[src/rtl/fc_align_supervisor.sv]
// Supervisor for the fast-command bit-clock aligner: drives fccAlign, retries and watches lock.
// Optional FC_ALIGN_AUTO_RELOCK_EN: lock loss re-arms automatically instead of dropping to IDLE.
module fc_align_supervisor #(
  parameter int PULSE_LEN      = 4,
  parameter int TIMEOUT_CYCLES = 1024,
  parameter int MAX_RETRIES    = 3
) (
  input  logic       clk40,
  input  logic       rst40,
  input  logic       enable,
  input  logic       start,
  input  logic [3:0] aligner_state,
  input  logic       aligner_error,
  output logic       fccAlign,
  output logic       busy,
  output logic       locked,
  output logic       fail,
  output logic [3:0] retry_cnt,
  output logic [7:0] relock_cnt
);

  typedef enum logic [3:0] {
    S_IDLE, S_ARM, S_PULSE, S_WAIT_START, S_WAIT_DONE,
    S_CHECK, S_RETRY, S_LOCKED, S_FAIL
  } state_t;

  localparam logic [3:0]  PULSE_LAST = 4'(PULSE_LEN - 1);
  localparam logic [15:0] TMO_LAST   = 16'(TIMEOUT_CYCLES - 1);
  localparam logic [3:0]  RETRY_MAX  = 4'(MAX_RETRIES);
  localparam logic [3:0]  ST_DONE    = 4'd9;

  state_t      state;
  logic [3:0]  phase_cnt;
  logic [15:0] tmo_cnt;
  logic        sweeping;
  logic        done_ok;

  // The aligner's aligned flag is sticky, so lock is judged from its state/error only.
  assign sweeping = (aligner_state != 4'd0) && (aligner_state != ST_DONE);
  assign done_ok  = (aligner_state == ST_DONE) && !aligner_error;

  always_ff @(posedge clk40 or posedge rst40) begin
    if (rst40) begin
      state      <= S_IDLE;
      phase_cnt  <= '0;
      tmo_cnt    <= '0;
      fccAlign   <= 1'b0;
      busy       <= 1'b0;
      locked     <= 1'b0;
      fail       <= 1'b0;
      retry_cnt  <= '0;
      relock_cnt <= '0;
    end else if (enable) begin
      case (state)
        S_IDLE: begin
          if (start) begin
            state     <= S_ARM;
            phase_cnt <= '0;
            retry_cnt <= '0;
            busy      <= 1'b1;
          end
        end
        // Two low cycles ahead of the pulse so the aligner sees the 0,0->1 edge.
        S_ARM: begin
          if (phase_cnt == 4'd1) begin
            state     <= S_PULSE;
            phase_cnt <= '0;
            fccAlign  <= 1'b1;
          end else begin
            phase_cnt <= phase_cnt + 4'd1;
          end
        end
        S_PULSE: begin
          if (phase_cnt == PULSE_LAST) begin
            state     <= S_WAIT_START;
            phase_cnt <= '0;
            tmo_cnt   <= '0;
            fccAlign  <= 1'b0;
          end else begin
            phase_cnt <= phase_cnt + 4'd1;
          end
        end
        S_WAIT_START: begin
          tmo_cnt <= tmo_cnt + 16'd1;
          if (sweeping) begin
            state <= S_WAIT_DONE;
          end else if (phase_cnt == 4'd7) begin
            state <= S_RETRY;
          end else begin
            phase_cnt <= phase_cnt + 4'd1;
          end
        end
        S_WAIT_DONE: begin
          tmo_cnt <= tmo_cnt + 16'd1;
          if (aligner_state == ST_DONE) state <= S_CHECK;
          else if (tmo_cnt == TMO_LAST) state <= S_RETRY;
        end
        S_CHECK: begin
          if (!aligner_error) begin
            state  <= S_LOCKED;
            locked <= 1'b1;
            busy   <= 1'b0;
          end else begin
            state <= S_RETRY;
          end
        end
        S_RETRY: begin
          if (retry_cnt < RETRY_MAX) begin
            state     <= S_ARM;
            phase_cnt <= '0;
            retry_cnt <= retry_cnt + 4'd1;
          end else begin
            state <= S_FAIL;
            fail  <= 1'b1;
            busy  <= 1'b0;
          end
        end
        // A fresh start outranks lock loss in the same cycle.
        S_LOCKED: begin
          if (start) begin
            state     <= S_ARM;
            phase_cnt <= '0;
            retry_cnt <= '0;
            locked    <= 1'b0;
            busy      <= 1'b1;
          end else if (!done_ok) begin
            locked <= 1'b0;
`ifdef FC_ALIGN_AUTO_RELOCK_EN
            state     <= S_ARM;
            phase_cnt <= '0;
            retry_cnt <= '0;
            busy      <= 1'b1;
            if (relock_cnt != 8'hFF) relock_cnt <= relock_cnt + 8'd1;
`else
            state <= S_IDLE;
`endif
          end
        end
        S_FAIL: begin
          if (start) begin
            state     <= S_ARM;
            phase_cnt <= '0;
            retry_cnt <= '0;
            fail      <= 1'b0;
            busy      <= 1'b1;
          end
        end
        default: begin
          state    <= S_IDLE;
          fccAlign <= 1'b0;
          busy     <= 1'b0;
          locked   <= 1'b0;
          fail     <= 1'b0;
        end
      endcase
    end
  end

endmodule
[config.mk]
export PLATFORM = sky130hd
export DESIGN_NAME = fc_align_supervisor
export DESIGN_NICKNAME = d
export VERILOG_FILES = /design/src/rtl/fc_align_supervisor.sv
export SDC_FILE = /design/constraint.sdc
export NUM_CORES = 1
export LEC_CHECK = 0
export BUFFER_PORTS_ARGS = -buffer_cell sky130_fd_sc_hd__buf_2
export CAP_MARGIN = 20
export CORE_UTILIZATION = 60
export CTS_CLUSTER_DIAMETER = 150
export DETAILED_ROUTE_END_ITERATION = 8
export PLACE_DENSITY = 0.82
export RECOVER_POWER = 100
export SKIP_CTS_REPAIR_TIMING = 1
export SLEW_MARGIN = 15
export SYNTH_ARGS = -nofsm -noshare
export SYNTH_HDL_FRONTEND = slang
export SYNTH_SLANG_ARGS = --single-unit
[constraint.sdc]
create_clock -name clk40 -period 5 [get_ports clk40]
set_input_delay 0.5 -clock clk40 [delete_from_list [all_inputs] [get_ports clk40]]
set_output_delay 0.5 -clock clk40 [all_outputs]
set_load 0.1 [all_outputs]
==> qor.csv <==
stage,metric,value,unit
floorplan,die_area,3900,sq um
logic_synthesis,yosys_warnings,8,
hold_path,hold_start,tmo_cnt[7]$_DFFE_PP0P_,
logic_synthesis,avgSynthCellArea,8.92,sq um
sta,timing.final.crit_share,59.2,%
clocking,root_buffer,clkbuf_4,
sta,finalClockSkew,0.0124,ns
floorplan,start_util,64.2,%
global_route,track_usage,24.5,%
run_status,status,finished with violations,
global_route,overflow,0,
sta,fmax,338,MHz
logic_synthesis,synth_flop_cell,dfrtp_1,
clocking,clk_latency,0.35,ns
route,wl_per_cell,14.5,um
worst_setup_path,cp.arrival,3.22,ns
global_route,antenna_found_initial,0,
clocking,htree_levels,2,
final_layout,nets,269,
placed_design,pre_cts_ws,2.66,ns
worst_setup_path,required,5.27,ns
floorplan,die_w,62.5,um
pwr,ir_drop,476,uV
worst_setup_path,crit_type,register to register,
logic_synthesis,yosysSeqAreaShare,36.5,%
run_status,violations,"max-capacitance violations, max-slew violations",
sta,final-setup-viol-count,0,
route,vias_per_cell,6.17,
sta,worst_slew_pin_slew,1.71,ns
flow_run,cap_violations,2,
pwr,p_leak,0.000941,uW
worst_setup_path,critPathLaunch,state[0]$_DFFE_PP0P_,
sta,rsz0062_at_grt,false,
route,ant_nets,0,
sta,setup_tns,0,ns
worst_setup_path,r2r-start,state[0]$_DFFE_PP0P_,
sta,period_needed,2.96,ns
logic_synthesis,synth_seq_cells,32,
global_route,grt_pass1_vias,1671,
final_layout,drive_above_1_share,11.3,%
floorplan,core,3420,sq um
sta,finalMaxSlewViolations,51,
clocking,numCtsBuffers,5,
clocking,cts_tree,done,
final_layout,area_delta_synth_final,4.16,%
floorplan,ioPinCount,25,
placed_design,io_buffers,16,
logic_synthesis,synthCells,246,
clocking,cts.sinks,32,
clocking,cts.path.max_buffers,2,
worst_setup_path,start_kind,register,
sta,worst_slack,2.04,ns
route,first_iter_violations,148,
clocking,cts.clk_slew.worst_paths,0.10,ns
logic_synthesis,yosysUniqueCellTypes,63,
sta,slew_headroom,-13.8,%
logic_synthesis,synthArstFlopShare,100,%
global_route,grt_max_degree,33,
pwr,p_per_area,560,nW/um^2
route,firstDrtPassIters,4,
worst_setup_path,endpoint_kind,register,
route,wirelength,4390,um
worst_setup_path,worstPathMaxFanout,24,
global_route,grt_pass1_wl,7560,um
placed_design,place_hpwl,3060,um
placed_design,gp_congestion,0.800,
logic_synthesis,synth_edf_count,0,
floorplan,placementRows,21,
hold_path,min_path_type,register to register,
final_layout,diodes,0,
logic_synthesis,netlist_area,2190,sq um
route,route.detailed.drc,0,
floorplan,die_y,62.5,um
final_layout,fill_cells,297,
sta,finalHoldViolCount,0,
route,via_count,1869,
[power breakdown]
part | total (uW) | leakage [uW] | internal (uW) | switching [uW]
registers | 423 | 0.000429 | 313 | 110
clock network | 226 | 0.0000515 | 133 | 93.2
logic | 630 | 0.000461 | 203 | 427
total | 1280 | 0.000941 | 649 | 631
[placed cells by master, fill, tap and decap left out, types with 5 or more instances in the layout]
| cell type | count |
|---|---|
| o31ai_1 | 5 |
| dfrtp_1 | 32 |
| conb_1 | 8 |
| a31oi_1 | 5 |
| nor2b_1 | 8 |
| o21ai_0 | 34 |
| a21oi_1 | 13 |
| clkbuf_4 | 5 |
| inv_1 | 6 |
| nand3_1 | 5 |
| clkbuf_1 | 9 |
| buf_2 | 8 |
| nand2_1 | 17 |
| nand4_1 | 7 |
| nor2_1 | 19 |
[area by class of cell]
class	instances	area [sq um]	area share (%)
well taps	46	57.6	2.52
flip-flops and latches	32	801	35.0
inverters	6	22.5	0.985
clock buffers	7	65.1	2.85
multi-input cells	194	1240	54.1
repair buffers	17	73.8	3.23
clock inverters	1	30.0	1.31
[cells by family after synthesis]
kind of cell / after synthesis / share of synthesized area [%]
xor+xnor: 1 / 0.399
fa+ha+maj: 4 / 2.28
flops: 32 / 36.5
mux: 6 / 2.85
buf+inv: 27 / 6.96
simple gates: 92 / 25.0
compound gates: 83 / 25.8
other cells: 1 / 0.171
[synthesized netlist by cell type (3+ instances only)]
| cell type | number | area share (%) |
|---|---|---|
| dfrtp_1 | 32 | 36 |
| o21ai_0 | 32 | 7.3 |
| nor2_1 | 19 | 3.2 |
| nand2_1 | 17 | 2.9 |
| a21oi_1 | 13 | 3.0 |
| buf_4 | 11 | 3.8 |
| buf_2 | 8 | 1.8 |
| nor2b_1 | 8 | 2.3 |
| inv_1 | 6 | 1.0 |
| nand4_1 | 6 | 1.7 |
| a31oi_1 | 5 | 1.4 |
| nand3_1 | 5 | 1.1 |
| o31ai_1 | 5 | 1.7 |
| ha_1 | 4 | 2.3 |
| mux2i_1 | 4 | 1.8 |
| nand2b_1 | 4 | 1.1 |
| nor3_1 | 4 | 0.91 |
| o21ai_1 | 4 | 0.91 |
| nand3b_1 | 3 | 1.0 |
| nor4_1 | 3 | 0.86 |
| or2_2 | 3 | 0.86 |
[state kept, by name, indices dropped and copies added, names as in the netlist]
register,flops
state,4
fccAlign,1
retry_cnt,4
fail,1
busy,1
tmo_cnt,16
phase_cnt,4
locked,1
[stage by stage]
| step | std cells | instance area [sq um] | power, uW | utilization [%] | hold slack [ns] |
|---|---|---|---|---|---|
| 6_report | 303 | 2290 | 1280 | 66.9 | 0.491 |
| 5_1_grt | 303 | 2290 | 1370 | 66.9 | 0.504 |
| 4_1_cts | 303 | 2330 | 1310 | 68.2 | 0.221 |
| 3_5_place_dp | 295 | 2240 | 1080 | 65.5 | 0.488 |
| 3_3_place_gp | 295 | 2240 | 1070 | 65.5 | 0.476 |
| 2_1_floorplan | 253 | 2220 | 990 | - | 0.451 |
[routing by layer]
metal  vias up  track usage [%]  wire [um]
met2        48             42.0       2180
met1       890             30.2       1960
met5         -                0          0
met3         7             4.93        182
met4         0             9.59         65
li1        924                -          -
[path summary, 6_finish.rpt]
path | cells after the start | end | slack, ns
min in group asynchronous | 3 | tmo_cnt[4]$_DFFE_PP0P_ | 0.73
worst min register to register | 1 | tmo_cnt[7]$_DFFE_PP0P_ | 0.49
worst min-delay path | 1 | tmo_cnt[7]$_DFFE_PP0P_ | 0.49
worst max-delay path | 5 | phase_cnt[0]$_DFFE_PP0P_ | 2.04
worst max register to register | 5 | phase_cnt[0]$_DFFE_PP0P_ | 2.04
max in group asynchronous | 3 | state[3]$_DFFE_PP0P_ | 3.28
[worst max-delay path, stage by stage, from the launching register on]
cell and delay, ns:
dfrtp_1 0.65, nor4_1 0.35, o21ai_0 0.17, a2111oi_0 1.20, nand2b_1 0.28, mux2i_1 0.23
Power figures use the tool's default switching activity.
